### src/rtl/arf028b032e2r2w0cbbehraa4acw_wr_arb.sv
// Write-port arbiter for the 28x32 register file array with two write ports.
// Shares the two array write ports between NUM_REQ requesters, using a round-robin
// start pointer. Same-address double writes are deferred and counted in a saturating
// counter. Out-of-range writes are acknowledged, dropped and flagged in a sticky bit.
// Optional build macro ARF028B032E2R2W0CBBEHRAA4ACW_WR_ARB_PIPE_EN registers the wp_*
// outputs, which adds one cycle of latency. Without the macro, wp_* are combinational.
module arf028b032e2r2w0cbbehraa4acw_wr_arb #(
   parameter int unsigned NUM_REQ     = 4,
   parameter int unsigned NUM_ENTRIES = 28,
   parameter int unsigned AWIDTH      = 5,
   parameter int unsigned DWIDTH      = 32,
   parameter int unsigned CWIDTH      = 16
) (
   input  logic                      clk,
   input  logic                      rst,
   input  logic [NUM_REQ-1:0]        req_valid,
   input  logic [NUM_REQ*AWIDTH-1:0] req_addr,
   input  logic [NUM_REQ*DWIDTH-1:0] req_data,
   output logic [NUM_REQ-1:0]        req_ready,
   output logic [1:0]                wp_en,
   output logic [2*AWIDTH-1:0]       wp_addr,
   output logic [2*DWIDTH-1:0]       wp_data,
   output logic                      err_oob,
   output logic [CWIDTH-1:0]         conflict_cnt
);

   localparam int unsigned PW = (NUM_REQ > 1) ? $clog2(NUM_REQ) : 1;

   logic [PW-1:0]       r_ptr;
   logic                r_err_oob;
   logic [CWIDTH-1:0]   r_conflict_cnt;

   logic [AWIDTH-1:0]   w_addr_arr [NUM_REQ];
   logic [DWIDTH-1:0]   w_data_arr [NUM_REQ];
   logic [NUM_REQ-1:0]  w_ready;
   logic [1:0]          w_en;
   logic [AWIDTH-1:0]   w_addr0;
   logic [AWIDTH-1:0]   w_addr1;
   logic [DWIDTH-1:0]   w_data0;
   logic [DWIDTH-1:0]   w_data1;
   logic                w_oob;
   int unsigned         w_sum;
   int unsigned         w_defer;
   logic [PW-1:0]       w_idx;
   logic [PW-1:0]       w_last;
   logic [PW-1:0]       w_ptr_nxt;
   logic [CWIDTH:0]     w_cnt_sum;
   logic [NUM_REQ-1:0]  w_ready_g;
   logic [1:0]          w_en_g;
   logic [2*AWIDTH-1:0] w_addr_g;
   logic [2*DWIDTH-1:0] w_data_g;

   // Unpack the flat requester buses into per-requester arrays
   always_comb begin
      for (int unsigned i = 0; i < NUM_REQ; i++) begin
         w_addr_arr[i] = req_addr[i*AWIDTH +: AWIDTH];
         w_data_arr[i] = req_data[i*DWIDTH +: DWIDTH];
      end
   end

   // Round-robin scan from r_ptr: fill port 0, then port 1, defer same-address hits, drop OOB
   always_comb begin
      w_ready = '0;
      w_en    = '0;
      w_addr0 = '0;
      w_addr1 = '0;
      w_data0 = '0;
      w_data1 = '0;
      w_oob   = 1'b0;
      w_defer = 0;
      w_sum   = 0;
      w_idx   = '0;
      w_last  = r_ptr;
      for (int unsigned k = 0; k < NUM_REQ; k++) begin
         w_sum = 32'(r_ptr) + k;
         if (w_sum >= NUM_REQ) w_sum = w_sum - NUM_REQ;
         w_idx = PW'(w_sum);
         if (req_valid[w_idx]) begin
            if (32'(w_addr_arr[w_idx]) >= NUM_ENTRIES) begin
               w_ready[w_idx] = 1'b1;
               w_oob          = 1'b1;
            end else if (!w_en[0]) begin
               w_en[0]        = 1'b1;
               w_addr0        = w_addr_arr[w_idx];
               w_data0        = w_data_arr[w_idx];
               w_ready[w_idx] = 1'b1;
               w_last         = w_idx;
            end else if (!w_en[1]) begin
               // A deferral is counted only while port 1 is still being searched for
               if (w_addr_arr[w_idx] == w_addr0) begin
                  w_defer = w_defer + 1;
               end else begin
                  w_en[1]        = 1'b1;
                  w_addr1        = w_addr_arr[w_idx];
                  w_data1        = w_data_arr[w_idx];
                  w_ready[w_idx] = 1'b1;
                  w_last         = w_idx;
               end
            end
         end
      end
   end

   // Next pointer follows the last port-granted requester; holds when no port was granted
   always_comb begin
      w_ptr_nxt = r_ptr;
      if (w_en[0]) begin
         if (32'(w_last) + 1 >= NUM_REQ) w_ptr_nxt = '0;
         else                            w_ptr_nxt = w_last + 1'b1;
      end
      w_cnt_sum = {1'b0, r_conflict_cnt} + (CWIDTH+1)'(w_defer);
   end

   // While reset is asserted, grants are suppressed combinationally
   always_comb begin
      w_ready_g = rst ? w_ready : '0;
      w_en_g    = rst ? w_en    : '0;
      w_addr_g  = rst ? {w_addr1, w_addr0} : '0;
      w_data_g  = rst ? {w_data1, w_data0} : '0;
   end

   // Arbitration state: round-robin pointer, sticky OOB flag, saturating conflict counter
   always_ff @(posedge clk or negedge rst) begin
      if (!rst) begin
         r_ptr          <= '0;
         r_err_oob      <= 1'b0;
         r_conflict_cnt <= '0;
      end else begin
         r_ptr     <= w_ptr_nxt;
         r_err_oob <= r_err_oob | w_oob;
         if (w_cnt_sum[CWIDTH]) r_conflict_cnt <= '1;
         else                   r_conflict_cnt <= w_cnt_sum[CWIDTH-1:0];
      end
   end

`ifdef ARF028B032E2R2W0CBBEHRAA4ACW_WR_ARB_PIPE_EN
   logic [1:0]          r_wp_en;
   logic [2*AWIDTH-1:0] r_wp_addr;
   logic [2*DWIDTH-1:0] r_wp_data;

   // Write-port outputs registered one cycle after the handshake
   always_ff @(posedge clk or negedge rst) begin
      if (!rst) begin
         r_wp_en   <= '0;
         r_wp_addr <= '0;
         r_wp_data <= '0;
      end else begin
         r_wp_en   <= w_en_g;
         r_wp_addr <= w_addr_g;
         r_wp_data <= w_data_g;
      end
   end

   assign wp_en   = r_wp_en;
   assign wp_addr = r_wp_addr;
   assign wp_data = r_wp_data;
`else
   assign wp_en   = w_en_g;
   assign wp_addr = w_addr_g;
   assign wp_data = w_data_g;
`endif

   assign req_ready    = w_ready_g;
   assign err_oob      = r_err_oob;
   assign conflict_cnt = r_conflict_cnt;

endmodule

### config.mk
export PLATFORM = sky130hd
export DESIGN_NAME = arf028b032e2r2w0cbbehraa4acw_wr_arb
export DESIGN_NICKNAME = d
export VERILOG_FILES = /design/src/rtl/arf028b032e2r2w0cbbehraa4acw_wr_arb.sv
export SDC_FILE = /design/constraint.sdc
export NUM_CORES = 1
export LEC_CHECK = 0
export ABC_CLOCK_PERIOD_IN_PS = 19600
export CAP_MARGIN = 20
export CORE_MARGIN = 2
export CORE_UTILIZATION = 52
export DETAILED_ROUTE_END_ITERATION = 12
export PLACE_DENSITY = 0.92
export SLEW_MARGIN = 10
export SYNTH_ARGS = -nofsm -noshare
export SYNTH_HDL_FRONTEND = slang
export SYNTH_SLANG_ARGS = --single-unit
### constraint.sdc
create_clock -name clk -period 19.6 [get_ports clk]
set_input_delay 2.94 -clock clk [delete_from_list [all_inputs] [get_ports clk]]
set_output_delay 2.94 -clock clk [all_outputs]
set_load 0.02 [all_outputs]
==> summary.md <==
| Metric | Value |
|---|---|
| Setup ws final | 8620 ps |
| Vias in the first global route | 7,902 |
| MaxCap Viol Count | 0 |
| Clock Skews | 4.79 ps |
| Final nets | 1,107 |
| Layout cells sized above 1 | 19.7% |
| GRT Total Usage | 32.2% |
| Flop pwr share | 4.0% |
| CTS Root Cell | clkbuf_16 |
| Via Count | 8,278 |
| Worst-path clk slew | 50 ps |
| Drt first pass iters | 10 |
| CP dominant cell by count | clkdlybuf4s50_1 |
| CP endpoint kind | primary output |
| TritonCTS buffer count | 3 |
| Final Max Slew Viols | 0 |
| Mapped Avg Cell Area | 9.91 µm² |
| Startpoint Class | input pin |
| Crit path kind | input pin to primary output |
| Worst path max stage delay | 880 ps |
| Core area | 14,000 µm² |
| Top cell type's share of synthesized area | 45.2% |
| DRC Markers | 0 |
| CTS Sinks | 19 |
| Outcome | finished, final reports clean |
| Cells along the critical path | clkdlybuf4s50_1 > mux4_2 > and2_1 > or2_2 > o221a_2 > a21oi_1 > and2_2 > o21bai_4 > nor3_4 > buf_4 > a222oi_1 > nor2b_1 > clkdlybuf4s50_1 |
| Worst Path Required | 16,660 ps |
| Post-route setup TNS | 0 ps |
| Yosys Warn Count | 0 |
| Internal | 1.04 mW |
| Setup bufs post-CTS | 0 |
| DR iter-0 viols | 1,234 |
| Synth async-reset ratio | 100% |
| ANT nets after route | 0 |
| Worst rel slew slack | 28.2% |
| Dpl hpwl | 18.2 mm |
| Cell with the most instances after synthesis | mux4_2 |
| Final Wtd Congestion | 0.955 |
| Complex-gate fraction of the synthesized area | 20.3% |
| Combinational share of power | 94.1% |
| Post-synthesis mux area share | 46.6% |
| Clock buffer depth | 2 |
| Total die area | 15,400 µm² |
| Clock Latency Late Sink | 250 ps |
| Count of unique library cells instantiated by Yosys | 66 |
| Vias per inst | 7.38 |
| Post-synthesis sequential area ratio | 6.32% |
| Sw Share | 53.3% |
| Clock power share | 1.9% |
| Fmax | 91.1 MHz |
| Synth area leaders | mux4_2 45%, dfrtp_1 6.3%, nor2b_1 6.3%, a222oi_1 5.5%, nand2_1 3.9% |
| Hold WC Path Type | register to register |
| Worst path slowest cell | and2_2 |
| Post-CTS Hold Fix Bufs | 0 |
| Synth cell count leaders | 151 x mux4_2, 79 x nand2_1, 76 x nor2b_1 |
| Die H | 124 µm |
| First-pass GRT wire length | 41.7 mm |
| Row cnt | 43 |
| Starting density of the core | 53.8% |
| Die X | 124 µm |
| Port bufs | 250 |
| Post-Synth XOR/XNOR Area | 2.89% |
| Util after Layout | 72.4% |
| Pleak | 3.47 nW |
| Largest net degree at the start of global routing | 100 |
| P per Cell Area | 220 nW/µm² |
| IO Count | 251 |
| Top Family by Delay on Critical Path | simple AND/OR/NAND/NOR gates |
| Area share of fa/ha/maj cells after synthesis | 1.76% |
| CP Buf/Inv Count | 3 |
| Global route overflow | 0 |
| Synth Area in Simple Gates | 16.7% |
| Synth Flop Type | dfrtp_1 |
| Period utilization | 56.0% |
| WL final | 25.7 mm |
| WL per Instance | 22.9 µm |
| Total power | 2.23 mW |
| Post-synth top area cell | mux4_2 |
| Arr. time, crit path | 8040 ps |
| Mapped Area | 7520 µm² |
| Initial antenna violation count | 0 |
| Least-Margin Pin Slew | 1080 ps |
| Crit-path max FO | 40 |
| Largest vdd supply drop | 0.139 mV |
| Syn_nets | 923 |
| RSZ-0062 raised after global routing | no |
| Net switching power | 1.19 mW |
| Number of synthesized register bits | 19 |
| Final Setup Violations | 0 |
| Crit path time final | 10,980 ps |
| Max H-tree Level | 1 |
| # fillers | 1,008 |
| CTS tree | built |
| Final hold vios | 0 |
| Post_cts resized | 0 |
| Synth-to-Final Area Change | 34.6% |
| Mapped Cells | 759 |
| Diode count | 0 |
| Setup slack after placement | 8780 ps |
| Largest family of logic cells by synthesized area | multiplexers |
| Post-synth EDFFs | 0 |
## layer usage
layer / track usage, % / part of all wire [%] / up-vias
li1: - / - / 3520
met1: 43.0 / 36 / 4065
met2: 54.4 / 50 / 604
met3: 4.55 / 9.9 / 89
met4: 10.4 / 3.9 / 0
met5: 0 / 0 / -
## per-stage QoR
stage	area, µm²	hold slack [ps]	instances
after CTS	10100	478	1121
final	10100	473	1122
after global routing	10100	500	1122
after detailed placement	10000	461	1117
after floorplan	7520	576	759
after global placement	10000	492	1117
## power by group through the flow
stage	sequential (mW)	combinational, mW	clock (mW)
2_1_floorplan	0.0591	1.52	0
4_1_cts	0.0913	2.06	0.0434
3_3_place_gp	0.0904	2.02	0
5_1_grt	0.0968	2.24	0.0456
3_5_place_dp	0.0923	2.06	0
6_report	0.0897	2.10	0.0429
## path summary, 6_finish.rpt
| path | cells after the start | from | slack [ps] | end |
|---|---|---|---|---|
| setup / recovery | 13 | req_addr[17] | 8620 | wp_data[34] |
| hold / removal | 1 | err_oob | 470 | err_oob |
| setup reg to reg | 24 | r_ptr[0] | 11850 | conflict_cnt[8] |
| hold reg to reg | 1 | err_oob | 470 | err_oob |
| max in group asynchronous | 2 | rst | 16000 | r_ptr[0] |
| min in group asynchronous | 2 | rst | 2910 | conflict_cnt[15] |
## kinds of logic (layout without fill, tap and decap cells)
kind of cell	after synthesis	count (layout)
AND/OR/NAND/NOR	239	239
buffers and inverters	94	277
AO/OA/AOI/OAI	213	213
XOR/XNOR	24	24
multiplexers	160	160
flip-flops	19	19
adder cells (fa/ha/maj)	10	10
## state kept, by name (all words and copies together) (netlist names)
register,count
conflict_cnt,16
r_ptr,2
err_oob,1
## cell type report
cell class | count | area [µm²] | area share [%]
inverters | 13 | 48.8 | 0.482
well taps | 180 | 225 | 2.22
clock inverters | 1 | 7.51 | 0.0742
repair buffers | 260 | 2580 | 25.5
clock buffers | 3 | 75.1 | 0.742
multi-input cells | 646 | 6700 | 66.2
flip-flops and latches | 19 | 483 | 4.77
## cell usage in the layout, fill, tap and decap left out, types with 11 or more instances in the layout
cell / instances
nor2_1: 19
a222oi_1: 41
dfrtp_1: 17
inv_1: 12
mux4_2: 151
clkdlybuf4s50_1: 249
a22oi_1: 32
nand2_1: 79
nor2b_1: 76
xor2_1: 13
o21ai_0: 40
a21oi_1: 47
nand3_1: 11
(Power assumes the default switching activity.)
